### src/rtl/qspi_rsp_pkg.sv
// qspi_rsp_pkg: opcodes, sequencer states and counter widths
// shared by the QSPI flash responder and its helpers.
package qspi_rsp_pkg;

    localparam logic [7:0] OP_READ = 8'h03;
    localparam logic [7:0] OP_FAST = 8'h0B;
    localparam logic [7:0] OP_QOR  = 8'h6B;
    localparam logic [7:0] OP_RDID = 8'h9F;

    // Wide enough for up to 15 dummy clocks.
    localparam int DUMMY_CW = 4;

    typedef enum logic [2:0] {
        ST_IDLE,
        ST_CMD,
        ST_ADDR,
        ST_DUMMY,
        ST_DATA,
        ST_IDOUT,
        ST_IGNORE
    } state_e;

endpackage

### src/rtl/qspi_rsp_sync.sv
// qspi_rsp_sync: brings sclk/ss/io0 into the fabric clock
// domain and turns sclk into one-clk rise/fall pulses.
module qspi_rsp_sync #(
    parameter int STAGES = 2
) (
    input  logic clk,
    input  logic rstn,
    input  logic sclk,
    input  logic ss,
    input  logic txd0,
    output logic sclk_rise,
    output logic sclk_fall,
    output logic ss_s,
    output logic txd0_s
);

    logic [STAGES-1:0] sclk_q, sclk_d;
    logic [STAGES-1:0] ss_q, ss_d;
    logic [STAGES-1:0] txd_q, txd_d;
    logic              sclk_dly_q, sclk_dly_d;

    // Shift each line one stage deeper every clk
    always_comb begin
        sclk_d     = {sclk_q[STAGES-2:0], sclk};
        ss_d       = {ss_q[STAGES-2:0], ss};
        txd_d      = {txd_q[STAGES-2:0], txd0};
        sclk_dly_d = sclk_q[STAGES-1];
    end

    // Chip select resets to the deasserted level
    always_ff @(posedge clk) begin
        if (!rstn) begin
            sclk_q     <= '0;
            ss_q       <= '1;
            txd_q      <= '0;
            sclk_dly_q <= 1'b0;
        end else begin
            sclk_q     <= sclk_d;
            ss_q       <= ss_d;
            txd_q      <= txd_d;
            sclk_dly_q <= sclk_dly_d;
        end
    end

    assign sclk_rise = sclk_q[STAGES-1] & ~sclk_dly_q;
    assign sclk_fall = ~sclk_q[STAGES-1] & sclk_dly_q;
    assign ss_s      = ss_q[STAGES-1];
    assign txd0_s    = txd_q[STAGES-1];

endmodule

### src/rtl/qspi_flash_responder.sv
// qspi_flash_responder: QSPI flash target serving READ/FAST/QOR
// and READ ID from a synchronous-read fabric byte memory.
module qspi_flash_responder
    import qspi_rsp_pkg::*;
#(
    parameter int          ADDR_W      = 24,
    parameter logic [23:0] JEDEC_ID    = 24'hEF4018,
    parameter int          DUMMY_CLKS  = 8,
    parameter int          SYNC_STAGES = 2
) (
    input  logic              clk,
    input  logic              rstn,
    input  logic              qspi_sclk,
    input  logic              qspi_ss,
    input  logic [3:0]        qspi_txd,
    output logic [3:0]        rsp_dout,
    output logic [3:0]        rsp_oe,
    output logic              mem_rd_en,
    output logic [ADDR_W-1:0] mem_addr,
    input  logic [7:0]        mem_rd_data,
    output logic              busy,
    output logic              cmd_err
);

    logic sclk_rise, sclk_fall, ss_s, txd0_s;
    logic unused_txd;

    assign unused_txd = ^qspi_txd[3:1];

    qspi_rsp_sync #(
        .STAGES (SYNC_STAGES)
    ) u_sync (
        .clk       (clk),
        .rstn      (rstn),
        .sclk      (qspi_sclk),
        .ss        (qspi_ss),
        .txd0      (qspi_txd[0]),
        .sclk_rise (sclk_rise),
        .sclk_fall (sclk_fall),
        .ss_s      (ss_s),
        .txd0_s    (txd0_s)
    );

    state_e              state_q, state_d;
    logic [4:0]          bit_cnt_q, bit_cnt_d;
    logic [DUMMY_CW-1:0] dummy_cnt_q, dummy_cnt_d;
    logic [22:0]         sh_in_q, sh_in_d;
    logic                fast_q, fast_d;
    logic                quad_q, quad_d;
    logic [ADDR_W-1:0]   addr_q, addr_d;
    logic [2:0]          pos_q, pos_d;
    logic [7:0]          sh_out_q, sh_out_d;
    logic [23:0]         id_sh_q, id_sh_d;
    logic [7:0]          pf_q, pf_d;
    logic                pf_vld_q, pf_vld_d;
    logic                rd_vld_q, rd_vld_d;
    logic [3:0]          dout_q, dout_d;
    logic [3:0]          oe_q, oe_d;
    logic                mem_rd_en_q, mem_rd_en_d;
    logic [ADDR_W-1:0]   mem_addr_q, mem_addr_d;
    logic                busy_q, busy_d;
    logic                cmd_err_q, cmd_err_d;

    logic [7:0]          cmd_shift;
    logic [23:0]         addr_shift;
    logic [7:0]          cur_byte;
    logic [3:0]          data_oe;
    logic [ADDR_W-1:0]   addr_inc;

    // Sequencer: shift in on sclk rise, drive out on sclk fall
    always_comb begin
        state_d     = state_q;
        bit_cnt_d   = bit_cnt_q;
        dummy_cnt_d = dummy_cnt_q;
        sh_in_d     = sh_in_q;
        fast_d      = fast_q;
        quad_d      = quad_q;
        addr_d      = addr_q;
        pos_d       = pos_q;
        sh_out_d    = sh_out_q;
        id_sh_d     = id_sh_q;
        pf_d        = pf_q;
        pf_vld_d    = pf_vld_q;
        rd_vld_d    = mem_rd_en_q;
        dout_d      = dout_q;
        oe_d        = oe_q;
        mem_rd_en_d = 1'b0;
        mem_addr_d  = mem_addr_q;
        busy_d      = ~ss_s;
        cmd_err_d   = 1'b0;

        cmd_shift  = {sh_in_q[6:0], txd0_s};
        addr_shift = {sh_in_q, txd0_s};
        addr_inc   = addr_q + ADDR_W'(1);
        data_oe    = quad_q ? 4'b1111 : 4'b0010;
        if (pos_q == 3'd0)
            cur_byte = pf_vld_q ? pf_q : 8'hFF;
        else
            cur_byte = sh_out_q;

        if (ss_s) begin
            state_d     = ST_IDLE;
            bit_cnt_d   = '0;
            dummy_cnt_d = '0;
            sh_in_d     = '0;
            fast_d      = 1'b0;
            quad_d      = 1'b0;
            pos_d       = '0;
            sh_out_d    = '0;
            id_sh_d     = '0;
            pf_vld_d    = 1'b0;
            rd_vld_d    = 1'b0;
            dout_d      = '0;
            oe_d        = '0;
        end else begin
            unique case (state_q)
                ST_IDLE: begin
                    state_d   = ST_CMD;
                    bit_cnt_d = '0;
                end
                ST_CMD: if (sclk_rise) begin
                    sh_in_d = addr_shift[22:0];
                    if (bit_cnt_q == 5'd7) begin
                        bit_cnt_d = '0;
                        case (cmd_shift)
                            OP_READ: begin
                                state_d = ST_ADDR;
                            end
                            OP_FAST: begin
                                state_d = ST_ADDR;
                                fast_d  = 1'b1;
                            end
                            OP_QOR: begin
                                state_d = ST_ADDR;
                                fast_d  = 1'b1;
                                quad_d  = 1'b1;
                            end
                            OP_RDID: begin
                                state_d = ST_IDOUT;
                                id_sh_d = JEDEC_ID;
                                oe_d    = 4'b0010;
                            end
                            default: begin
                                state_d   = ST_IGNORE;
                                cmd_err_d = 1'b1;
                            end
                        endcase
                    end else begin
                        bit_cnt_d = bit_cnt_q + 5'd1;
                    end
                end
                ST_ADDR: if (sclk_rise) begin
                    sh_in_d = addr_shift[22:0];
                    if (bit_cnt_q == 5'd23) begin
                        bit_cnt_d   = '0;
                        addr_d      = addr_shift[ADDR_W-1:0];
                        mem_addr_d  = addr_shift[ADDR_W-1:0];
                        mem_rd_en_d = 1'b1;
                        pos_d       = '0;
                        dummy_cnt_d = '0;
                        if (fast_q) begin
                            state_d = ST_DUMMY;
                        end else begin
                            state_d = ST_DATA;
                            oe_d    = data_oe;
                        end
                    end else begin
                        bit_cnt_d = bit_cnt_q + 5'd1;
                    end
                end
                ST_DUMMY: if (sclk_rise) begin
                    if (dummy_cnt_q == DUMMY_CW'(DUMMY_CLKS - 1)) begin
                        state_d = ST_DATA;
                        oe_d    = data_oe;
                    end else begin
                        dummy_cnt_d = dummy_cnt_q + DUMMY_CW'(1);
                    end
                end
                ST_DATA: if (sclk_fall) begin
                    // Loading a new byte frees the prefetch slot
                    if (pos_q == 3'd0) begin
                        pf_vld_d    = 1'b0;
                        addr_d      = addr_inc;
                        mem_addr_d  = addr_inc;
                        mem_rd_en_d = 1'b1;
                    end
                    if (quad_q) begin
                        dout_d   = cur_byte[7:4];
                        sh_out_d = {cur_byte[3:0], 4'b0000};
                        pos_d    = (pos_q == 3'd0) ? 3'd1 : 3'd0;
                    end else begin
                        dout_d   = {2'b00, cur_byte[7], 1'b0};
                        sh_out_d = {cur_byte[6:0], 1'b0};
                        pos_d    = pos_q + 3'd1;
                    end
                end
                ST_IDOUT: if (sclk_fall) begin
                    // Zeros shift in behind the ID bytes
                    dout_d  = {2'b00, id_sh_q[23], 1'b0};
                    id_sh_d = {id_sh_q[22:0], 1'b0};
                end
                ST_IGNORE: begin
                    oe_d = '0;
                end
                default: begin
                    state_d = ST_IDLE;
                end
            endcase
            if (rd_vld_q) begin
                pf_d     = mem_rd_data;
                pf_vld_d = 1'b1;
            end
        end
    end

    // All sequencer state and registered outputs
    always_ff @(posedge clk) begin
        if (!rstn) begin
            state_q     <= ST_IDLE;
            bit_cnt_q   <= '0;
            dummy_cnt_q <= '0;
            sh_in_q     <= '0;
            fast_q      <= 1'b0;
            quad_q      <= 1'b0;
            addr_q      <= '0;
            pos_q       <= '0;
            sh_out_q    <= '0;
            id_sh_q     <= '0;
            pf_q        <= '0;
            pf_vld_q    <= 1'b0;
            rd_vld_q    <= 1'b0;
            dout_q      <= '0;
            oe_q        <= '0;
            mem_rd_en_q <= 1'b0;
            mem_addr_q  <= '0;
            busy_q      <= 1'b0;
            cmd_err_q   <= 1'b0;
        end else begin
            state_q     <= state_d;
            bit_cnt_q   <= bit_cnt_d;
            dummy_cnt_q <= dummy_cnt_d;
            sh_in_q     <= sh_in_d;
            fast_q      <= fast_d;
            quad_q      <= quad_d;
            addr_q      <= addr_d;
            pos_q       <= pos_d;
            sh_out_q    <= sh_out_d;
            id_sh_q     <= id_sh_d;
            pf_q        <= pf_d;
            pf_vld_q    <= pf_vld_d;
            rd_vld_q    <= rd_vld_d;
            dout_q      <= dout_d;
            oe_q        <= oe_d;
            mem_rd_en_q <= mem_rd_en_d;
            mem_addr_q  <= mem_addr_d;
            busy_q      <= busy_d;
            cmd_err_q   <= cmd_err_d;
        end
    end

    assign rsp_dout  = dout_q;
    assign rsp_oe    = oe_q;
    assign mem_rd_en = mem_rd_en_q;
    assign mem_addr  = mem_addr_q;
    assign busy      = busy_q;
    assign cmd_err   = cmd_err_q;

endmodule

### config.mk
export PLATFORM = sky130hd
export DESIGN_NAME = qspi_flash_responder
export DESIGN_NICKNAME = d
export VERILOG_FILES = /design/src/rtl/qspi_rsp_pkg.sv /design/src/rtl/qspi_rsp_sync.sv /design/src/rtl/qspi_flash_responder.sv
export SDC_FILE = /design/constraint.sdc
export NUM_CORES = 1
export LEC_CHECK = 0
export CAP_MARGIN = 20
export CORE_ASPECT_RATIO = 2
export CORE_MARGIN = 3
export CORE_UTILIZATION = 47
export DETAILED_ROUTE_END_ITERATION = 16
export GPL_TIMING_DRIVEN = 0
export PLACE_DENSITY = 0.67
export SYNTH_ARGS = -nofsm -noshare
export SYNTH_HDL_FRONTEND = slang
export SYNTH_SLANG_ARGS = --single-unit
### constraint.sdc
create_clock -name clk -period 2.8 [get_ports clk]
set_clock_uncertainty 0.2 [all_clocks]
set_input_delay 0.56 -clock clk [delete_from_list [all_inputs] [get_ports clk]]
set_output_delay 0.56 -clock clk [all_outputs]
set_load 0.01 [all_outputs]
==> impl_metrics.toml <==
[status]
status = "complete, no violations"

[pwr]
combPwrFrac_pct = 1.9
p_per_area_nw_per_um2 = 576
switchingPower_w = 0.000862
leakage_nw = 2.28
seq_power_share_pct = 43.4
internal_power_w = 0.00303
vdd_drop_max_mv = 0.692
p_clk_share_pct = 54.7
netSwitchingFraction_pct = 22.1
p_total_w = 0.00389

[final_layout]
antenna_cells = 0
area_growth_pct = 22.3
postLayoutCellArea_sq_um = 6760
final_nets = 726
drive_gt1_share_pct = 9.33

[clock_tree]
cts_setup_buffers = 0
cts_buffers = 17
path_clk_slew_ps = 60
cts_sinks = 118
clock_latency_ps = 410
cts_buffer_depth = 2
cts_root_buf = "clkbuf_16"
holdBufCountCts = 0
cts_resized = 0
htree_levels = 4
cts_tree = "built"

[place]
placed_area_sq_um = 6180
routabilityCongestion = 0.917
port_buffers = 47
hpwlAfterDp_mm = 11.1
dp_slack_ps = 28.1

[floorplanning]
ios = 51
rows = 55
start_util_pct = 48.4
coreArea_sq_um = 11400
die_area_sq_um = 13200
die_w_um = 82.7
dieHeight_um = 159

[yosys]
synth_cell_types = 66
yosysTopAreaCellShare_pct = 42.7
synth_nets = 660
async_flop_share_pct = 0
synth_area_sq_um = 5530
synth-edff-count = 0
yosysWarnings = 0
ys.flop_type = "dfxtp_1"
ys_ff_latch = 118
synth_top_area_cell = "dfxtp_1"
ys_seq_area_share_pct = 42.7
synth_cells = 639
synth_area_leaders = "dfxtp_1, mux2i_1, nor2_1"
syn_avg_cell_area_sq_um = 8.66

[sta]
slew_violations = 0
final.setup.tns_ps = 0
max_freq_mhz = 390
slew_headroom_pct = 47.3
period_share_pct = 91.6
final_hold_viol_count = 0
timing.final.ws_setup_ps = 234
rsz0062_at_grt = "false"
timing.hold.ws_ps = 225
finalCriticalPeriod_ps = 2570
setup_viol = 0
tightestPinTransition_ps = 784

[global_route]
grt.overflow.total = 0
grt_max_degree = 17
grt_first_pass_wirelength_mm = 25.0
grt_pass1_vias = 5175
antenna_found_initial = 0
grt_usage_pct = 24.5

[routing]
wl_per_cell_um = 17.6
dr.pass1.iters = 6
drc = 0
wl_mm = 15.1
vias = 4977
ant_nets = 0
viasPerCell = 5.79
drt_first_iter_violations = 282

[critical_path]
crit_fanout = 10
cpPeakStageDelay_ps = 390
cp-end-kind = "register"
crit_chain = "ha_1 -> and3b_1 -> nand4_1 -> a21o_1 -> buf_2 -> buf_6 -> o21a_1 -> o21a_1"
critical_path_required_ps = 2900
crit_top_cell = "o21a_1"
crit_path_top_delay_cell = "dfxtp_1"
worstPathArrival_ps = 2670
start_kind = "register"
critical_path_class = "register to register"

[job]
maxCapViolCount = 0

[min_path]
hold_class = "register to register"
## synthesized netlist by cell type, drive strengths merged, types with 6 or more instances
master,n
a21boi,13
a21o,6
a21oi,41
a31oi,6
and2,8
buf,17
clkbuf,29
dfxtp,118
mux2i,39
nand2,52
nand2b,12
nand3,27
nand4,14
nor2,75
nor2b,17
nor3,19
o21a,18
o21ai,27
o221a,9
o22ai,11
or4bb,6
## critical path: cells and delay by family (launching register included)
family          cells  cell delay [ps]
fa+ha+maj           1              260
simple gates        2              630
flops               1              390
compound gates      3              620
buf+inv             2              350
## cell families after synthesis
logic type               share of synthesized area [%]
buffers and inverters                             4.07
flip-flops                                        42.7
AND/OR/NAND/NOR                                   24.6
XOR/XNOR                                         0.792
multiplexers                                      7.26
adder cells (fa/ha/maj)                           1.13
AO/OA/AOI/OAI                                     19.4
## per-layer routing
metal	vias to the layer above	track usage, %	routed length [um]
li1	2441	-	-
met1	2387	24.9	5670
met2	114	44.3	8530
met3	35	5.21	452
met4	0	12.9	460
met5	-	0	0
## metrics by stage
step / instances / utilization (%)
finish: 860 / 59.2
detailed placement: 828 / 54.1
global placement: 828 / 54.1
floorplan: 639 / -
CTS: 860 / 59.2
global route: 860 / 59.2
## state kept, by name (all words and copies together) (netlist names), 2 cells and up
| signal | count |
|---|---|
| bit_cnt_q | 5 |
| rsp_oe | 2 |
| mem_addr | 24 |
| state_q | 3 |
| dummy_cnt_q | 4 |
| rsp_dout | 4 |
| u_sync.ss_q | 2 |
| u_sync.txd_q | 2 |
| sh_in_q | 23 |
| pf_q | 8 |
| id_sh_q | 21 |
| pos_q | 3 |
| sh_out_q | 7 |
| u_sync.sclk_q | 2 |
## power by group through the flow
stage / combinational, W / sequential [W] / clock (W)
floorplan: 0.0000395 / 0.00172 / 0
finish: 0.0000741 / 0.00169 / 0.00213
global route: 0.0000806 / 0.00169 / 0.00223
CTS: 0.0000745 / 0.00169 / 0.00216
detailed placement: 0.0000743 / 0.00172 / 0
global placement: 0.0000733 / 0.00172 / 0
## path summary, 6_finish.rpt
kind	startpoint	to	slack, ps	depth (start not counted)
setup reg to reg	bit_cnt_q[0]	mem_addr[20]	230	8
hold / removal	u_sync.ss_q[0]	u_sync.ss_q[1]	230	1
setup / recovery	bit_cnt_q[0]	mem_addr[20]	230	8
hold reg to reg	u_sync.ss_q[0]	u_sync.ss_q[1]	230	1
## cell usage in the layout, fill, tap and decap left out, types with 3 or more instances in the layout
cell type          n
nand4b_1           4
o21ai_0           26
buf_4              3
or3_1              5
xnor2_1            3
or4bb_1            6
nand3b_1           3
clkbuf_16         17
a21boi_0           9
and3_1             4
nor3_1            17
ha_1               5
a21oi_1           40
and2_1             7
o21a_1            18
nor2_1            75
nor3b_1            4
clkinv_4           3
a21boi_1           4
nand4_1           14
inv_1              5
a41oi_1            3
a31oi_1            6
mux2i_1           39
a21o_1             6
nand2b_1          12
clkinvlp_4         3
nor2b_1           17
nand3_1           27
clkbuf_1          30
o22ai_1           11
dfxtp_1          118
nand2_1           52
o221a_2            9
buf_2             12
clkdlybuf4s50_1   47
inv_6              3
clkinv_2           3
a211oi_1           3
## final cells by class
cell class / count / area (sq um)
Clock inverter: 14 / 150
Clock buffer: 18 / 429
Buffer: 46 / 206
Timing Repair Buffer: 47 / 470
Fill cell: 1061 / 4660
Tap cell: 142 / 178
Multi-Input combinational cell: 470 / 2950
Sequential cell: 118 / 2360
Inverter: 5 / 18.8
Note: power is estimated with default switching activity, not from simulation.
==> RTL edit 1: new RTL, config.mk and constraints unchanged <==
The 7 states of `state_e` get a one-hot encoding in 7 bits.
--- a/src/rtl/qspi_rsp_pkg.sv
+++ b/src/rtl/qspi_rsp_pkg.sv
@@ -11,12 +11,12 @@
     localparam int DUMMY_CW = 4;
 
-    typedef enum logic [2:0] {
-        ST_IDLE,
-        ST_CMD,
-        ST_ADDR,
-        ST_DUMMY,
-        ST_DATA,
-        ST_IDOUT,
-        ST_IGNORE
+    typedef enum logic [6:0] {
+        ST_IDLE   = 7'b0000001,
+        ST_CMD    = 7'b0000010,
+        ST_ADDR   = 7'b0000100,
+        ST_DUMMY  = 7'b0001000,
+        ST_DATA   = 7'b0010000,
+        ST_IDOUT  = 7'b0100000,
+        ST_IGNORE = 7'b1000000
     } state_e;
 
Function: same outputs for any inputs over 10 cycles, from zero or initial values and one cycle with rstn low; not proved beyond that.
==> RTL edit 1 against the unedited design <==
- sequential cell count increased by 4
- setup slack lost 0.12 ns
- wire length up 28%
- total power rose by 6.6%
- count of clock-buffer cells in the layout is 1 higher
- non-clock buffer count up 5
- synthesized area up 6.9%
- cell area is 6.2% higher
==> RTL edit 1: results (changes against the unedited design) <==
[global_route]
via_count_of_the_first_global_routing_pass = 5909  ; +14%
grt_use_met1 = 0.264  ; +0.0148
gr-usage-all-layers = 0.284  ; +0.0390
grt_pass1_wl_mm = 30.6  ; +23%
grtUsageMet2 = 0.533  ; +0.0900
groute.layer.met3.usage = 0.0489  ; -0.00317

[timing]
hold_slack_ns = 0.216  ; -0.00870 ns
max_slew_margin = 0.253  ; -0.220

[logic_synthesis]
post_synth_main_area_contributors = sky130_fd_sc_hd__dfxtp_1 (41%), sky130_fd_sc_hd__nand2_1 (6.9%), sky130_fd_sc_hd__a21oi_1 (4.3%)
synthDistinctLibCells = 75  ; +14%
yosys_warnings = 0  ; unchanged
post_synthesis_sequential_area_ratio = 0.413  ; -0.0142
synthTopCellsByCount = sky130_fd_sc_hd__dfxtp_1 (122), sky130_fd_sc_hd__nand2_1 (109), sky130_fd_sc_hd__nor2_1 (55)
postSynth.asyncResetShare = 0  ; unchanged
synthesis.nets = 723  ; +9.5%

[place]
gp_routability_congestion = 0.969  ; +5.6%
hpwlAfterDp_mm = 14.3  ; +29%
buffer_ports.inserted = 46  ; -2.1%

[cts]
ctsResizeCount = 0  ; unchanged
insertion_delay_ns = 0.42
numCtsBuffers = 17  ; unchanged
cts.root.buffer_cell = sky130_fd_sc_hd__clkbuf_16

[cells_and_area]
diodes = 0  ; unchanged
filler_cell_count = 1097  ; +3.4%
design.final.nets = 788  ; +8.5%
largest_register_ffs = 24  ; unchanged
share_of_final_layout_standard_cells_stronger_than_drive_strength_1 = 0.114  ; +0.0208

[worst_setup_path]
ff2ff_path_depth = 6  ; -2
worstPathArrival_ns = 2.77  ; +0.10 ns
worst_path_largest_cell_delay_ns = 0.68  ; +0.29 ns
timing.reg2reg.setup_slack_ns = 0.12  ; -0.12 ns
r2r-start = sh_in_q[4]$_SDFFE_PP0P_
critical_path.reg2reg.endpoint = id_sh_q[8]$_SDFFE_PP0P_
critPathSlowestCell = sky130_fd_sc_hd__nor3_1

[run_status]
status = complete, no violations

[routing]
via_per_inst = 6.28  ; +8.4%
drt_first_pass_iters = 5  ; -1
route.detailed.wl_per_inst_um = 20.9  ; +19%
starting_drc_count_in_detailed_routing = 385  ; +37%

[hold_path]
hp-class = reg2reg
holdCritStartpoint = u_sync.ss_q[0]$_SDFF_PN1_

[pwr]
leakage_nw = 2.37  ; +3.6%
vdd_ir_drop_max_mv = 0.513  ; -26%

## RTL edit 1: logic make-up (layout without fill, tap and decap cells)
group | Yosys count | after routing | synth area share
mux | 16 | 16 | 0.0298
xor+xnor | 6 | 6 | 0.00888
fa+ha+maj | 5 | 5 | 0.0106
buf+inv | 62 | 140 | 0.0546
flops | 122 | 122 | 0.413
compound gates | 188 | 188 | 0.225
simple gates | 303 | 303 | 0.258
## RTL edit 1: critical path, delay by kind of cell (launching register included)
kind / cells / cell delay (ns)
buffers and inverters: 1 / 0.31
DFF: 1 / 0.37
and+or+nand+nor: 3 / 1.08
AOI/OAI and AO/OA: 2 / 0.57
## RTL edit 1: how the worst max path moves through the flow
stage	from	endpoint	slack, ns	depth (start not counted)
4_1_cts	mem_addr[0]$_SDFFE_PN0P_	mem_addr[17]$_SDFFE_PN0P_	0.19	5
3_5_place_dp	rstn	id_sh_q[8]$_SDFFE_PP0P_	0.17	6
2_1_floorplan	pos_q[0]$_SDFFE_PP0P_	rsp_dout[1]$_SDFFE_PP0P_	0.65	7
3_3_place_gp	mem_addr[0]$_SDFFE_PN0P_	mem_addr[17]$_SDFFE_PN0P_	0.17	5
5_1_grt	sh_in_q[4]$_SDFFE_PP0P_	id_sh_q[20]$_SDFFE_PP0P_	0.02	6
6_report	sh_in_q[4]$_SDFFE_PP0P_	id_sh_q[8]$_SDFFE_PP0P_	0.12	6
## RTL edit 1: layout make-up
class | instances | area [µm²] | share of cell area
Inverter | 10 | 37.5 | 0.00523
Clock inverter | 13 | 166 | 0.0232
Buffer | 52 | 285 | 0.0397
Tap cell | 147 | 184 | 0.0256
Clock buffer | 19 | 453 | 0.0631
Timing Repair Buffer | 46 | 460 | 0.0641
Sequential cell | 122 | 2440 | 0.340
Multi-Input combinational cell | 518 | 3150 | 0.439
## RTL edit 1: stage by stage
stage          utilization  area [µm²]  setup WS, ns  instances
6_report             0.589        7180         0.118        927
5_1_grt              0.589        7180        0.0161        927
4_1_cts              0.589        7180         0.185        927
3_5_place_dp         0.538        6560         0.172        895
3_3_place_gp         0.538        6560         0.172        895
2_1_floorplan            -        5920         0.655        702
## RTL edit 1: power by group
group	total (mW)	internal, mW	switching, mW
combinational	0.0804	0.0279	0.0525
clock	2.32	1.45	0.868
sequential	1.75	1.74	0.00502
## RTL edit 1: metal layers
metal | wire length [µm] | up-vias
li1 | - | 2716
met1 | 6500 | 2807
met2 | 10600 | 220
met3 | 808 | 75
met4 | 1440 | 0
met5 | 0 | -
==> RTL edit 2: new RTL, config.mk and constraints unchanged <==
Without the edit above. `DUMMY_CLKS`: 8 -> 4.
--- a/src/rtl/qspi_flash_responder.sv
+++ b/src/rtl/qspi_flash_responder.sv
@@ -6,5 +6,5 @@
     parameter int          ADDR_W      = 24,
     parameter logic [23:0] JEDEC_ID    = 24'hEF4018,
-    parameter int          DUMMY_CLKS  = 8,
+    parameter int          DUMMY_CLKS  = 4,
     parameter int          SYNC_STAGES = 2
 ) (
Formal check against the unedited RTL: no difference found for any inputs over 10 cycles, from zero or initial values and one cycle with rstn low; that may be too few to reach the edited logic, so the function may still have changed.
==> RTL edit 2 against the unedited design <==
- clock power increased by 6%
- sequential cell count unchanged
- largest power group unchanged
- die area increased by 2.2%
- wire length increased by 13%
- cell area increased by 2.3%
- setup slack improved by 0.088 ns
- total power increased by 3.5%
- synthesized area increased by 2.3%
==> RTL edit 2: results (changes against the unedited design) <==
[routing]
route.detailed.wl_per_inst_um = 19.1  ; +8.9%
wl_met3_um = 677  ; +50%
met2_wire_length_mm = 9.42  ; +10%
routed_met1_length_mm = 6.03  ; +6.3%
routed-via-count = 5299  ; +6.5%

[logic_synthesis]
synthMuxAreaShare = 0.0655  ; -0.00715
syn_avg_cell_area_um2 = 8.46  ; -2.3%
synthDistinctLibCells = 68  ; +3.0%
yosys.area_share.adder = 0.0111  ; -0.000253
synth_compound_area_frac = 0.200  ; +0.00539
post_synth_main_area_contributors = sky130_fd_sc_hd__dfxtp_1 (42%), sky130_fd_sc_hd__mux2i_1 (6.5%), sky130_fd_sc_hd__a21oi_1 (5.0%)
synthTopCellsByCount = sky130_fd_sc_hd__dfxtp_1 (118), sky130_fd_sc_hd__nor2_1 (76), sky130_fd_sc_hd__nand2_1 (62)

[worst_setup_path]
timing.reg2reg.setup_slack_ns = 0.32  ; +0.09 ns
worst_path_largest_cell_delay_ns = 0.37  ; -0.02 ns
critical_path.reg2reg.endpoint = mem_addr[18]$_SDFFE_PN0P_
worst_path_dominant_cell_family = compound AO/OA/AOI/OAI gates

[timing]
max_slew_margin = 0.572  ; +0.0993
hold_slack_ns = 0.209  ; -0.0164 ns
period_minus_slack_ns = 2.48  ; -0.0881 ns

[global_route]
grt_pass1_wl_mm = 26.8  ; +7.1%
grt_use_met1 = 0.241  ; -0.00792
grtUsageMet2 = 0.483  ; +0.0400

[pwr]
vdd_ir_drop_max_mv = 0.529  ; -24%
leakage_nw = 2.26  ; -0.99%
switching_part_of_the_total_power = 0.215  ; -0.00669

[cells_and_area]
finish.cell_count_without_fillers = 893  ; +3.8%

[place]
placedCellCount = 861  ; +4.0%
place_ws_ns = -0.0776  ; -0.106 ns
placedInstanceArea_um2 = 6310  ; +2.1%
hpwlAfterDp_mm = 12.7  ; +14%
gp_routability_congestion = 0.997  ; +8.7%

[run_status]
status = complete, no violations

## RTL edit 2: cell count changes after synthesis, sizes merged, moves of 6 or more
cell and change:
nor2b -7, nand2 +12, a21oi +17, and4 +6
nand3 -6, a21boi -11, o22ai -10, o21a -14
or4bb -6, o21ai +26, buf +6, nand4bb +7
and2 +6
## RTL edit 2: final cells by class
| cell class | count | area [µm²] |
|---|---|---|
| buffer | 49 | 240 |
| clock buffer | 21 | 460 |
| clock inverter | 11 | 149 |
| fill | 1101 | 4850 |
| inverter | 7 | 26.3 |
| multi-input combinational | 495 | 3030 |
| sequential | 118 | 2360 |
| tap | 145 | 181 |
| timing repair buffer | 47 | 470 |
## RTL edit 2: power by group through the flow
stage          Sequential (mW)  Clock (mW)  Combinational (mW)
6_report                  1.69        2.26              0.0757
5_1_grt                   1.69        2.36              0.0817
4_1_cts                   1.69        2.29              0.0759
3_5_place_dp              1.73           0              0.0756
3_3_place_gp              1.73           0              0.0748
2_1_floorplan             1.72           0              0.0395
